[src/rtl/dff_sync_reset_pipe.sv]
// DEPTH-stage valid/ready register pipeline: DEPTH-cycle latency, bubbles collapse under stall,
// combinational ready chain for backpressure; `PIPE_FLUSH_EN adds a flush port that empties every stage.
module dff_sync_reset_pipe #(
  parameter int WIDTH = 8,
  parameter int DEPTH = 4,
  parameter int CNTW  = $clog2(DEPTH + 1)
) (
  input  logic             clk,
  input  logic             r_n,
`ifdef PIPE_FLUSH_EN
  input  logic             flush,
`endif
  input  logic             in_valid,
  output logic             in_ready,
  input  logic [WIDTH-1:0] in_data,
  output logic             out_valid,
  input  logic             out_ready,
  output logic [WIDTH-1:0] out_data,
  output logic [CNTW-1:0]  occupancy
);

  logic [DEPTH-1:0]            v_q, v_d;
  logic [DEPTH-1:0][WIDTH-1:0] d_q, d_d;
  logic [CNTW-1:0]             occ_q, occ_d;
  logic [DEPTH-1:0]            rdy;
  logic                        flush_w;
  logic                        in_hs;
  logic                        out_hs;

`ifdef PIPE_FLUSH_EN
  assign flush_w = flush;
`else
  assign flush_w = 1'b0;
`endif

  // A stage is ready if it is empty or anything downstream of it can move.
  always_comb begin
    logic acc;
    rdy = '0;
    acc = out_ready | ~v_q[DEPTH-1];
    rdy[DEPTH-1] = acc;
    for (int i = DEPTH - 2; i >= 0; i--) begin
      acc    = acc | ~v_q[i];
      rdy[i] = acc;
    end
  end

  assign in_ready  = rdy[0] & ~flush_w;
  assign out_valid = v_q[DEPTH-1];
  assign out_data  = d_q[DEPTH-1];
  assign occupancy = occ_q;
  assign in_hs     = in_valid & in_ready;
  assign out_hs    = out_valid & out_ready & ~flush_w;

  always_comb begin
    v_d = v_q;
    d_d = d_q;
    if (rdy[0]) begin
      v_d[0] = in_valid;
      if (in_valid) d_d[0] = in_data;
    end
    for (int i = 1; i < DEPTH; i++) begin
      if (rdy[i]) begin
        v_d[i] = v_q[i-1];
        if (v_q[i-1]) d_d[i] = d_q[i-1];
      end
    end
    occ_d = occ_q + CNTW'(in_hs) - CNTW'(out_hs);
  end

  always_ff @(posedge clk) begin
    if (!r_n) begin
      v_q   <= '0;
      d_q   <= '0;
      occ_q <= '0;
    end else if (flush_w) begin
      v_q   <= '0;
      occ_q <= '0;
    end else begin
      v_q   <= v_d;
      d_q   <= d_d;
      occ_q <= occ_d;
    end
  end

endmodule

[config.mk]
export PLATFORM = sky130hd
export DESIGN_NAME = dff_sync_reset_pipe
export DESIGN_NICKNAME = d
export VERILOG_FILES = /design/src/rtl/dff_sync_reset_pipe.sv
export SDC_FILE = /design/constraint.sdc
export NUM_CORES = 1
export LEC_CHECK = 0
export BUFFER_PORTS_ARGS = -buffer_cell sky130_fd_sc_hd__buf_4
export CORE_MARGIN = 5
export CORE_UTILIZATION = 35
export CTS_CLUSTER_DIAMETER = 100
export CTS_CLUSTER_SIZE = 25
export DETAILED_ROUTE_END_ITERATION = 8
export PLACE_DENSITY_LB_ADDON = 0.1
export SLEW_MARGIN = 20
export SYNTH_ARGS = -nofsm -noshare
export SYNTH_HDL_FRONTEND = slang
export SYNTH_SLANG_ARGS = --single-unit
[constraint.sdc]
create_clock -name clk -period 2.65 [get_ports clk]
set_input_delay 0.3975 -clock clk [delete_from_list [all_inputs] [get_ports clk]]
set_output_delay 0.3975 -clock clk [all_outputs]
set_load 0.02 [all_outputs]
Word level (Yosys, flattened, before mapping):

Index checks and enable logic that the tools add are counted.

* add/sub/neg operators: 2
* bitwise logic cells: 10
* reductions and logical operators: 4

Operator list (number)
* 2-bit AND reduction: 4
* 1-bit NOT: 4
* 1-bit OR: 4
* 3-bit by 1-bit adder with 3-bit output: 1
* 3-bit by 1-bit subtractor with 3-bit output: 1
* 1-bit bitwise AND: 2

* bits in registers: 39
* word-level logic and storage cells: 25

Depth between registers and ports, before layout:

Gate-level depths: netlist of run 1.

* word-level depth: 8
* mapped depth: 11
* mapped depth without buffers: 10

Least setup slack after synthesis of run 1:

OpenSTA, ideal clock, no wires.

* path kind: register -> register
* start point: register v_q[3]
* end point: register occ_q[2] (netlist: occupancy[2])
* arrival: 2.165 ns
* slack: 0.357 ns
* stages on the path, launching flop included: 12
* buffers on the path: 1
* period minus slack after synthesis: 2.293 ns
* cell sequence: dfxtp_1 -> and4b_1 -> buf_2 -> nand2_1 -> nand2_1 -> ha_1 -> inv_1 -> ha_1 -> inv_1 -> fa_1 -> xnor2_1 -> nor2_1

* word-level cells in the longest chain between the ends: 8

RTL lines
* from (decl): line 22 `logic [DEPTH-1:0] v_q, v_d;`
* from (signal assigned): line 80 `v_q <= v_d;`
* 1-bit NOT: line 40 `acc = out_ready | ~v_q[DEPTH-1];`
* 1-bit OR: line 40
* 1-bit OR (3 in series): line 43 `acc = acc | ~v_q[i];`
* named net in_ready: line 14 `output logic in_ready,`
* 1-bit bitwise AND: line 52 `assign in_hs = in_valid & in_ready;`
* 3-bit by 1-bit adder with 3-bit output: line 68 `occ_d = occ_q + CNTW'(in_hs) - CNTW'(out_hs);`
* 3-bit by 1-bit subtractor with 3-bit output: line 68
* to (signal assigned): line 75 `occ_q <= '0;`
* to (signal assigned): line 78 `occ_q <= '0;`
* to (signal assigned): line 82 `occ_q <= occ_d;`
* to (decl): line 24 `logic [CNTW-1:0] occ_q, occ_d;`

The timed path passes the listed nets, and every way through them passes these cells.
A chain may end at the register's enable or synchronous reset.

Worst setup path in the final report of run 1:

* start point: register v_q[1]
* end point: register occ_q[2] (netlist: occupancy[2])

* word-level cells in the longest chain between the ends: 6

RTL lines (line)
* 1-bit NOT: 43
* 1-bit OR (2 in series): 43
* 1-bit bitwise AND: 52
* 3-bit by 1-bit adder with 3-bit output: 68
* 3-bit by 1-bit subtractor with 3-bit output: 68

No other way between the ends.

==> qor.txt, run 1 <==
===============================================================================================
Status ........................................................................... finished, final reports clean
Static leakage ...................................................................    0.8542 nW
Die outline width ................................................................     80.70 um
Starting DRT DRC Count ...........................................................           87
GR Util met3 .....................................................................      0.04596
Final-stage net count ............................................................          221
Post-synth cell types ............................................................           30
Diode count ......................................................................            0
Wire length of the first global-routing pass .....................................     6.251 mm
CTS tree .........................................................................        built
Fin crit period ..................................................................     2.001 ns
Row Count ........................................................................           25
Final global-route overflow total ................................................            0
Worst-case setup slack after placement ...........................................    0.5152 ns
Worst reg-to-reg path cell count .................................................           10
Core Util, Final .................................................................       0.4146
Clock input transition at the sequential cells of the worst setup and hold paths .      0.07 ns
Met1 track demand over resource in global routing ................................       0.1402
Worst ir drop on vdd .............................................................    0.2889 mV
Yosys reg bits ...................................................................           39
Cell area after layout ...........................................................    1984 um^2
FILL cells .......................................................................          497
Total of max-cap violations ......................................................            0
Area taken by multi-input logic gates ............................................   810.8 um^2
Effective utilization at floorplan ...............................................       0.3655
Clock latency reported for the late side of the worst-skew pair ..................      0.29 ns
Synth Area in XOR/XNOR ...........................................................      0.01001
Number of hold-repair buffers added at the cts stage .............................            0
Net switching power ..............................................................    0.2828 mW
Share of total power consumed by net switching ...................................       0.2457
Vias in the first global route ...................................................         1371
Sequential cell area .............................................................   780.7 um^2
Antenna-violating nets left ......................................................            0
Total GRT Usage ..................................................................       0.1234
Power density relative to cell area .............................................. 580.0 nW/um^2
Depth of the CTS H-tree ..........................................................            2
Die height .......................................................................     80.70 um
Clock power share ................................................................        0.349
Comb pwr share ...................................................................        0.105
Synth warn .......................................................................            0
Number of endpoints with negative hold slack in the final report .................            0
Core box area ....................................................................    4786 um^2
Hold WC Path Type ................................................................ primary input to flip-flop
Arrival time of data at the critical path endpoint ...............................      2.17 ns
Capture instance of the worst register-to-register path .......................... occupancy[2]
Final hold slack .................................................................    0.3414 ns
Worst-case clock buffer depth ....................................................            2
Average wire per cell in the routed design .......................................     13.16 um
Count of final setup violators ...................................................            0
Max Fclk .........................................................................   0.4997 GHz
Detailed Route WL ................................................................     3.592 mm
Reg-to-reg slack, setup ..........................................................      0.65 ns
Compound-Gate Fraction of Synth Area .............................................       0.1237
Clock Sink Count .................................................................           39
Sequential fraction of the synthesis area ........................................       0.4464
Total internal power .............................................................    0.8682 mW
Crit path from ...................................................................       v_q[1]
Actual slew at the worst max-slew pin ............................................    0.5147 ns
Number of cells produced by synthesis ............................................          196
Setup repair after global routing missed its margin ..............................        false
Kind of end point of the critical path ...........................................    flip-flop
Initial antenna violation count ..................................................            0
# port buffers ...................................................................           24
Mean area per synthesized cell ...................................................   8.924 um^2
Total negative slack for setup checks ............................................         0 ns
Number of setup buffers added after CTS ..........................................            0
CTS Buf Count ....................................................................            5
Largest net degree at the start of global routing ................................           59
Top fanout value on the critical path ............................................            4
Avg Vias per Cell ................................................................        5.172
Instance area at placement .......................................................    1897 um^2
Post-synthesis share of cell area spent on and, or, nand and nor gates ...........       0.2582
Synthesized-area fraction occupied by adder cells ................................      0.02575
Buffer cell driving the clock tree root .......................................... sky130_fd_sc_hd__clkbuf_8
Number of slew-limit violations in the final report ..............................            0
Worst rel slew slack .............................................................       0.6568
Largest family of logic cells by synthesized area ................................ simple AND/OR/NAND/NOR gates
Part of the total power dissipated in sequential elements ........................        0.547
Net Count, Synth .................................................................          211
Final worst clock skew ...........................................................  0.006903 ns
Slack of the critical path .......................................................    0.6490 ns
RR Startpoint ....................................................................       v_q[1]
Top Ports ........................................................................           25
Remaining routing DRC violations .................................................            0
Die outline area .................................................................    6512 um^2
Portion of the clock cycle consumed by the worst path in the final layout ........       0.7551
Iteration count of the initial detailed-routing pass .............................            4
Total number of vias .............................................................         1412
Synthesis-to-finish area growth ..................................................       13.45%
Layout cells sized above 1 .......................................................       0.1990
Most congested layer reported by global routing ..................................         met2
Area of the mapped netlist .......................................................    1749 um^2
Final weighted congestion of routability-driven global placement .................       0.7396
Data required time at the worst endpoint .........................................      2.82 ns
CP Capture Point ................................................................. occupancy[2]
Final HPWL from detailed placement ...............................................     2.512 mm
Portion of netlist area occupied by mux cells ....................................      0.04578
Commonest non-fill, non-tap cell in the layout ................................... sky130_fd_sc_hd__dfxtp_1
GR Util met2 .....................................................................       0.2144
Resize count post-CTS ............................................................            0
Top library cells by usage in the layout, fill and taps aside .................... sky130_fd_sc_hd__dfxtp_1, sky130_fd_sc_hd__buf_4, sky130_fd_sc_hd__nand4_1, sky130_fd_sc_hd__nand2_1, sky130_fd_sc_hd__nand3_1
Critical path launch point type ..................................................    flip-flop
Start-to-end type of the worst setup path ........................................ flip-flop to flip-flop
===============================================================================================
-- flip-flops by register name (all words and copies together) (netlist names) --
name	count
v_q	4
occupancy	3
out_data	8
d_q	24
-- power groups by stage --
stage                     logic (mW)  clock network [mW]  registers, mW
after floorplan               0.0761                   0          0.648
after global placement         0.118                   0          0.642
after detailed placement       0.122                   0          0.643
after CTS                      0.122               0.414          0.630
after global routing           0.135               0.441          0.632
final                          0.120               0.401          0.629
-- cells in the mapped netlist, drive strengths merged --
cell,n,area [um^2]
nand2,18,67.56
nand4,24,150.1
nand2b,1,6.260
ha,2,25.02
xor2,1,8.760
o21ai,17,111.4
inv,5,18.76
and2b,1,7.510
nand3,16,80.08
nor2b,1,6.260
and4b,2,20.02
dfxtp,39,780.8
nand4b,1,15.01
nor2,5,18.77
clkbuf,7,26.28
a31oi,8,50.05
mux2i,8,80.08
xnor2,1,8.760
and3b,7,61.31
and2,3,18.77
fa,1,20.02
buf,17,112.6
a21oi,11,55.05
-- logic make-up (layout without fill, tap and decap cells) --
group / after synthesis / after routing
and+or+nand+nor: 79 / 79
buffers and inverters: 29 / 39
xor gates and xnor gates: 2 / 2
DFF: 39 / 39
adders and majority gates: 3 / 3
AOI/OAI and AO/OA: 36 / 36
muxes: 8 / 8
-- through the flow --
stage / cells / total power [mW]
6_report: 273 / 1.151
5_1_grt: 273 / 1.208
4_1_cts: 273 / 1.166
3_5_place_dp: 266 / 0.7650
3_3_place_gp: 266 / 0.7600
2_1_floorplan: 196 / 0.7245
-- per-layer routing --
metal,wire (um),share of wire,vias to the layer above
met5,0,0,-
met4,37,0.010,0
met3,169,0.047,6
met2,1750,0.49,21
met1,1635,0.46,659
li1,-,-,726
-- worst min-delay path by stage --
stage                    start  endpoint  slack [ns]  depth (start not counted)
floorplan              d_q[20]   d_q[20]        0.44                          2
global placement       d_q[23]   d_q[23]        0.46                          2
detailed placement     d_q[23]   d_q[23]        0.46                          2
CTS                 in_data[0]    d_q[0]        0.33                          3
global route        in_data[1]    d_q[1]        0.34                          3
finish              in_data[0]    d_q[0]        0.34                          3
-- area by class of cell --
| cell class | count | area share |
|---|---|---|
| sequential | 39 | 0.3934 |
| multi-input combinational | 128 | 0.4086 |
| tap | 67 | 0.04224 |
| clock inverter | 1 | 0.002522 |
| clock buffer | 6 | 0.04161 |
| timing repair buffer | 27 | 0.1021 |
| inverter | 5 | 0.009458 |
-- critical path, stage by stage, from the launching register on --
cell                      delay [ns]
sky130_fd_sc_hd__dfxtp_1        0.42
sky130_fd_sc_hd__and4b_1        0.25
sky130_fd_sc_hd__nand2_1        0.09
sky130_fd_sc_hd__nand2_1        0.08
sky130_fd_sc_hd__ha_1           0.22
sky130_fd_sc_hd__inv_1          0.05
sky130_fd_sc_hd__ha_1           0.13
sky130_fd_sc_hd__inv_1          0.05
sky130_fd_sc_hd__fa_1           0.37
sky130_fd_sc_hd__xnor2_1        0.16
sky130_fd_sc_hd__nor2_1         0.05
No activity file was read; power rests on OpenSTA's default activity.
==> run 2, diff against run 1 <==
==> constraint.sdc (replaced) <==
create_clock -name clk -period 1.75 [get_ports clk]
set_input_delay 0.2625 -clock clk [delete_from_list [all_inputs] [get_ports clk]]
set_output_delay 0.2625 -clock clk [all_outputs]
set_load 0.02 [all_outputs]
==> qor.txt, run 2 (same netlist as run 1, synthesis figures left out) <==
===============================================================================================
Status ........................................................................... finished with violations
Failing checks ................................................................... negative setup slack
Portion of the clock cycle consumed by the worst path in the final layout ........        1.046   +0.2906
Clock input transition at the sequential cells of the worst setup and hold paths .      0.08 ns   about the same
Final global-route overflow total ................................................            0   unchanged
Core Util, Final .................................................................       0.4424   +0.02771
Hold path cells ..................................................................            3   unchanged
Total of max-cap violations ......................................................            0   unchanged
Antenna-violating nets left ......................................................            0   unchanged
Total number of vias .............................................................         1462   +3.5%
Comb pwr share ...................................................................        0.122   +0.017
Effective utilization at floorplan ...............................................       0.3655   unchanged
Top library cells by usage in the layout, fill and taps aside .................... sky130_fd_sc_hd__dfxtp_1, sky130_fd_sc_hd__buf_4, sky130_fd_sc_hd__nand4_1, sky130_fd_sc_hd__nand2_1, sky130_fd_sc_hd__nand3_1
Share of total power consumed by net switching ...................................       0.2602   +0.01447
Diode count ......................................................................            0   unchanged
Top reg by flops .................................................................          d_q
Wire length of the first global-routing pass .....................................     6.741 mm   +7.8%
Commonest non-fill, non-tap cell in the layout ................................... sky130_fd_sc_hd__dfxtp_1
Top fanout value on the critical path ............................................            2   -2
Number of slew-limit violations in the final report ..............................            0   unchanged
Initial antenna violation count ..................................................            0   unchanged
Start-to-end type of the worst setup path ........................................ flip-flop to flip-flop
Highest cell delay on the worst timing path ......................................      0.53 ns   +0.11 ns
Critical path depth in cells .....................................................            9   -1
Worst ir drop on vdd .............................................................    0.4433 mV   +53%
CTS tree .........................................................................        built
Buffer cell driving the clock tree root .......................................... sky130_fd_sc_hd__clkbuf_8
# port buffers ...................................................................           24   unchanged
Setup repair after global routing missed its margin ..............................         true
Row Count ........................................................................           25   unchanged
FILL cells .......................................................................          484   -2.6%
Number of buffers and inverters on the critical path .............................            2   unchanged
Average wire per cell in the routed design .......................................     14.05 um   +6.8%
Final-stage net count ............................................................          230   +4.1%
Cell area after layout ...........................................................    2117 um^2   +6.7%
Clock latency reported for the late side of the worst-skew pair ..................      0.29 ns   about the same
Slack of the critical path .......................................................  -0.07995 ns   -0.7289 ns
Synthesis-to-finish area growth ..................................................       21.03%
Die outline area .................................................................    6512 um^2   unchanged
Final HPWL from detailed placement ...............................................     2.751 mm   +9.5%
Starting DRT DRC Count ...........................................................           71   -18%
Largest net degree at the start of global routing ................................           59   unchanged
Kind of end point of the critical path ...........................................    flip-flop
Clock power share ................................................................        0.336   -0.013
Delay-heaviest family, CP ........................................................  adder cells
Top Ports ........................................................................           25   unchanged
Fin crit period ..................................................................     1.830 ns   -0.1711 ns
Die outline width ................................................................     80.70 um   unchanged
Avg Vias per Cell ................................................................        5.166   -0.12%
Number of endpoints with negative hold slack in the final report .................            0   unchanged
Vias in the first global route ...................................................         1495   +9.0%
Power density relative to cell area .............................................. 830.0 nW/um^2   +43%
Arrival time of data at the critical path endpoint ...............................      2.00 ns   -0.17 ns
Worst rel slew slack .............................................................       0.6624   +0.005596
Overall power after layout .......................................................     1.757 mW   +53%
Number of hold-repair buffers added at the cts stage .............................            0   unchanged
Total internal power .............................................................     1.300 mW   +50%
Instance area at placement .......................................................    1964 um^2   +3.6%
Detailed Route WL ................................................................     3.975 mm   +11%
Max Fclk .........................................................................   0.5465 GHz   +9.3%
Total GRT Usage ..................................................................       0.1320   +0.008660
Iteration count of the initial detailed-routing pass .............................            4   unchanged
Final worst clock skew ...........................................................  0.005294 ns   -0.001610 ns
Static leakage ...................................................................    0.9074 nW   +6.2%
Max stage delay cell, worst path ................................................. sky130_fd_sc_hd__fa_2
Worst reg-to-reg path cell count .................................................            9   -1
Net switching power ..............................................................    0.4571 mW   +62%
Critical path launch point type ..................................................    flip-flop
Clock Sink Count .................................................................           39   unchanged
Final hold slack .................................................................    0.2138 ns   -0.1276 ns
Worst-case clock buffer depth ....................................................            2   unchanged
Remaining routing DRC violations .................................................            0   unchanged
Layout cells sized above 1 .......................................................       0.2917   +0.09264
Actual slew at the worst max-slew pin ............................................    0.5063 ns   -0.008394 ns
Hold WC Path Type ................................................................ primary input to flip-flop
Count of final setup violators ...................................................            2   +2
Data required time at the worst endpoint .........................................      1.92 ns   -0.90 ns
Final weighted congestion of routability-driven global placement .................       0.7450   +0.73%
List of cells traversed by the critical path ..................................... and4b_2, nand2_4, nand2_4, ha_4, inv_2, ha_4, inv_2, fa_2, nor2_2
Depth of the CTS H-tree ..........................................................            2   unchanged
Part of the total power dissipated in sequential elements ........................        0.542   -0.005
CTS Buf Count ....................................................................            5   unchanged
Total negative slack for setup checks ............................................   -0.1376 ns   -0.1376 ns
Core box area ....................................................................    4786 um^2   unchanged
Number of flip-flops under the largest register name .............................           24   unchanged
Die height .......................................................................     80.70 um   unchanged
===============================================================================================
==> run 2: through the flow <==
stage	setup WS [ns]	cells
after floorplan	-0.2184	196
after global placement	-0.1597	273
after detailed placement	-0.2280	273
after CTS	-0.07361	282
after global routing	-0.1460	283
final	-0.07995	283
==> run 2: final timing paths <==
kind | from | end | slack, ns
max | v_q[1] | occupancy[1] | -0.08
min | in_data[6] | d_q[6] | 0.21
max reg2reg | v_q[1] | occupancy[1] | -0.08
min reg2reg | d_q[19] | d_q[19] | 0.47
==> run 2: layout make-up <==
class | instances | area, um^2 | area share
well taps | 67 | 83.83 | 0.03960
clock inverters | 2 | 12.51 | 0.005910
flip-flops and latches | 39 | 787.0 | 0.3717
clock buffers | 6 | 72.57 | 0.03428
repair buffers | 36 | 277.8 | 0.1312
inverters | 5 | 18.77 | 0.008865
multi-input cells | 128 | 864.6 | 0.4084
==> run 2: layer usage <==
layer | up-vias | global-route usage | part of all wire
met5 | - | 0 | 0
met3 | 7 | 0.02803 | 0.040
met1 | 699 | 0.1595 | 0.45
met2 | 23 | 0.2219 | 0.49
li1 | 733 | - | -
met4 | 0 | 0.06250 | 0.015
==> run 2: tightest hold or removal path, cell delays in order <==
cell and delay [ns]:
sky130_fd_sc_hd__buf_4 0.08, sky130_fd_sc_hd__a31oi_1 0.06, sky130_fd_sc_hd__nand3_1 0.07
==> run 2: power by group through the flow <==
stage	Combinational (mW)	Clock (mW)	Sequential [mW]
floorplan	0.117	0	0.981
finish	0.214	0.590	0.953
detailed placement	0.195	0	0.973
global route	0.238	0.650	0.958
CTS	0.202	0.616	0.954
global placement	0.187	0	0.970
==> run 2: repair_timing <==
action | in CTS | in global routing
setup endpoints to repair | 2 | 2
resized for setup | 9 | 4
setup buffers | 1 | 1
pin swaps | 1 | 4
==> run 3, diff against run 2 <==
--- a/config.mk
+++ b/config.mk
@@ -6,6 +6,8 @@
 export NUM_CORES = 1
 export LEC_CHECK = 0
 export BUFFER_PORTS_ARGS = -buffer_cell sky130_fd_sc_hd__buf_4
+export CELL_PAD_IN_SITES_DETAIL_PLACEMENT = 0
+export CELL_PAD_IN_SITES_GLOBAL_PLACEMENT = 1
 export CORE_MARGIN = 5
 export CORE_UTILIZATION = 35
 export CTS_CLUSTER_DIAMETER = 100
==> qor.txt, run 3 (same netlist as run 1, synthesis figures left out) <==
===============================================================================================
Clock Sink Count .................................................................           39   unchanged
Diode count ......................................................................            0   unchanged
Highest cell delay on the worst timing path ......................................      0.50 ns   -0.03 ns
List of cells traversed by the critical path ..................................... and4b_2, nand2_4, nand2_4, ha_4, inv_2, ha_4, inv_2, fa_2, nor2_1
Die outline width ................................................................     80.70 um   unchanged
Cells after DPL ..................................................................          273   unchanged
Failing checks ................................................................... negative setup slack
Avg Vias per Cell ................................................................        5.230   +1.2%
Wire length of the first global-routing pass .....................................     6.672 mm   -1.0%
Number of slew-limit violations in the final report ..............................            0   unchanged
Max Fclk .........................................................................   0.5487 GHz   +0.40%
Instance area at placement .......................................................    1964 um^2   unchanged
Buffer cell driving the clock tree root .......................................... sky130_fd_sc_hd__clkbuf_8
Max stage delay cell, worst path ................................................. sky130_fd_sc_hd__fa_2
Worst ir drop on vdd .............................................................    0.4053 mV   -8.6%
Status ........................................................................... finished with violations
Worst-case setup slack after placement ...........................................   -0.2266 ns   +0.001429 ns
Effective utilization at floorplan ...............................................       0.3655   unchanged
Hold WC Path Type ................................................................ primary input to flip-flop
Final HPWL from detailed placement ...............................................     2.736 mm   -0.54%
Antenna-violating nets left ......................................................            0   unchanged
Row Count ........................................................................           25   unchanged
Iteration count of the initial detailed-routing pass .............................            4   unchanged
Kind of end point of the critical path ...........................................    flip-flop
Worst rel slew slack .............................................................       0.6271   -0.03536
Arrival time of data at the critical path endpoint ...............................      1.98 ns   -0.02 ns
Die height .......................................................................     80.70 um   unchanged
HP Start .........................................................................   in_data[1]
Start-to-end type of the worst setup path ........................................ flip-flop to flip-flop
Number of endpoints with negative hold slack in the final report .................            0   unchanged
Worst-case clock buffer depth ....................................................            2   unchanged
Total of max-cap violations ......................................................            0   unchanged
FILL cells .......................................................................          485   +0.21%
Top fanout value on the critical path ............................................            2   unchanged
Commonest non-fill, non-tap cell in the layout ................................... sky130_fd_sc_hd__dfxtp_1
Final-stage net count ............................................................          229   -0.43%
Number of flip-flops under the largest register name .............................           24   unchanged
Remaining routing DRC violations .................................................            0   unchanged
Actual slew at the worst max-slew pin ............................................    0.5582 ns   +0.05189 ns
Static leakage ...................................................................    0.8993 nW   -0.89%
Number of buffers and inverters on the critical path .............................            2   unchanged
Count of final setup violators ...................................................            2   unchanged
Final std cells w/o fill .........................................................          282   -0.35%
Clock input transition at the sequential cells of the worst setup and hold paths .      0.07 ns   about the same
Vias in the first global route ...................................................         1455   -2.7%
Setup repair after global routing missed its margin ..............................         true
Critical path launch point type ..................................................    flip-flop
CTS Buf Count ....................................................................            5   unchanged
Final weighted congestion of routability-driven global placement .................       0.7823   +5.0%
Average wire per cell in the routed design .......................................     14.04 um   about the same
Top library cells by usage in the layout, fill and taps aside .................... sky130_fd_sc_hd__dfxtp_1, sky130_fd_sc_hd__buf_4, sky130_fd_sc_hd__nand4_1, sky130_fd_sc_hd__nand2_1, sky130_fd_sc_hd__nand3_1
RR Startpoint ....................................................................       v_q[1]
Synthesis-to-finish area growth ..................................................       19.96%
Data required time at the worst endpoint .........................................      1.91 ns   about the same
Top Ports ........................................................................           25   unchanged
Final global-route overflow total ................................................            0   unchanged
Die outline area .................................................................    6512 um^2   unchanged
Depth of the CTS H-tree ..........................................................            2   unchanged
Total number of vias .............................................................         1475   +0.89%
Initial antenna violation count ..................................................            0   unchanged
Power density relative to cell area .............................................. 833.1 nW/um^2   +0.38%
Layout cells sized above 1 .......................................................       0.2791   -0.01260
Clock latency reported for the late side of the worst-skew pair ..................      0.28 ns   about the same
Detailed Route WL ................................................................     3.960 mm   -0.38%
Delay-heaviest family, CP ........................................................  adder cells
Slack of the critical path .......................................................  -0.07261 ns   +0.007335 ns
Total GRT Usage ..................................................................       0.1293   -0.002714
Cell area after layout ...........................................................    2098 um^2   -0.89%
Starting DRT DRC Count ...........................................................           54   -24%
CTS tree .........................................................................        built
Core box area ....................................................................    4786 um^2   unchanged
Largest net degree at the start of global routing ................................           59   unchanged
Portion of the clock cycle consumed by the worst path in the final layout ........        1.041   -0.004192
Top reg by flops .................................................................          d_q
Final hold slack .................................................................    0.2141 ns   +0.0002840 ns
Final worst clock skew ...........................................................  0.005390 ns   +0.00009648 ns
Core Util, Final .................................................................       0.4384   -0.003922
Fin crit period ..................................................................     1.823 ns   -0.007335 ns
# port buffers ...................................................................           24   unchanged
Crit path from ...................................................................       v_q[1]
===============================================================================================
run 3: cell count changes in the layout (fill, tap and decap cells not counted):
cell / delta
sky130_fd_sc_hd__nor2_1: +1
sky130_fd_sc_hd__dfxtp_1: +1
sky130_fd_sc_hd__buf_4: +1
sky130_fd_sc_hd__dfxtp_2: -1
sky130_fd_sc_hd__nor2_2: -1
sky130_fd_sc_hd__buf_6: -2
run 3: stage by stage:
step / setup TNS, ns / power [mW]
final: -0.1340 / 1.748
after global routing: -0.2764 / 1.839
after CTS: -0.1699 / 1.774
after detailed placement: -0.4322 / 1.167
after global placement: -0.2827 / 1.158
after floorplan: -0.3943 / 1.098
run 3: path summary, 6_finish.rpt:
check	end	slack [ns]	depth (start not counted)
setup / recovery	occupancy[1]	-0.07	9
setup reg to reg	occupancy[1]	-0.07	9
hold reg to reg	d_q[18]	0.46	2
hold / removal	d_q[1]	0.21	3
run 3: what timing repair did:
| action | in CTS | in global routing |
|---|---|---|
| endpoints found under the hold margin | 0 | 0 |
| setup endpoints to repair | 2 | 2 |
| cloned | 0 | 0 |
| hold buffers | 0 | 0 |
| resized for setup | 8 | 1 |
| buffers inserted | 1 | 0 |
| pin swaps | 4 | 1 |
run 3: report_power, final:
part | internal, mW | total (mW) | switching, mW
clock network | 0.278 | 0.585 | 0.307
logic | 0.0939 | 0.211 | 0.117
registers | 0.926 | 0.952 | 0.0266
total | 1.30 | 1.75 | 0.450
run 3: area by class of cell:
cell class	instances	area (um^2)	area share
multi-input cells	128	862.1	0.4109
clock inverters	2	12.51	0.005963
clock buffers	6	72.57	0.03459
repair buffers	35	262.8	0.1252
flip-flops and latches	39	785.8	0.3745
well taps	67	83.83	0.03995
inverters	5	18.77	0.008945
run 3: layer usage:
layer	vias up	global-route usage	wire length [um]
met5	-	0	0
met3	4	0.03812	133
met2	26	0.2243	1941
met4	0	0.03547	21
li1	737	-	-
met1	708	0.1541	1864
run 3: worst register-to-register path, delay by kind of cell, from the launching register on:
family / cells / cell delay (ns)
flip-flops: 1 / 0.32
AND/OR/NAND/NOR: 4 / 0.43
buffers and inverters: 2 / 0.09
adder cells (fa/ha/maj): 3 / 0.86
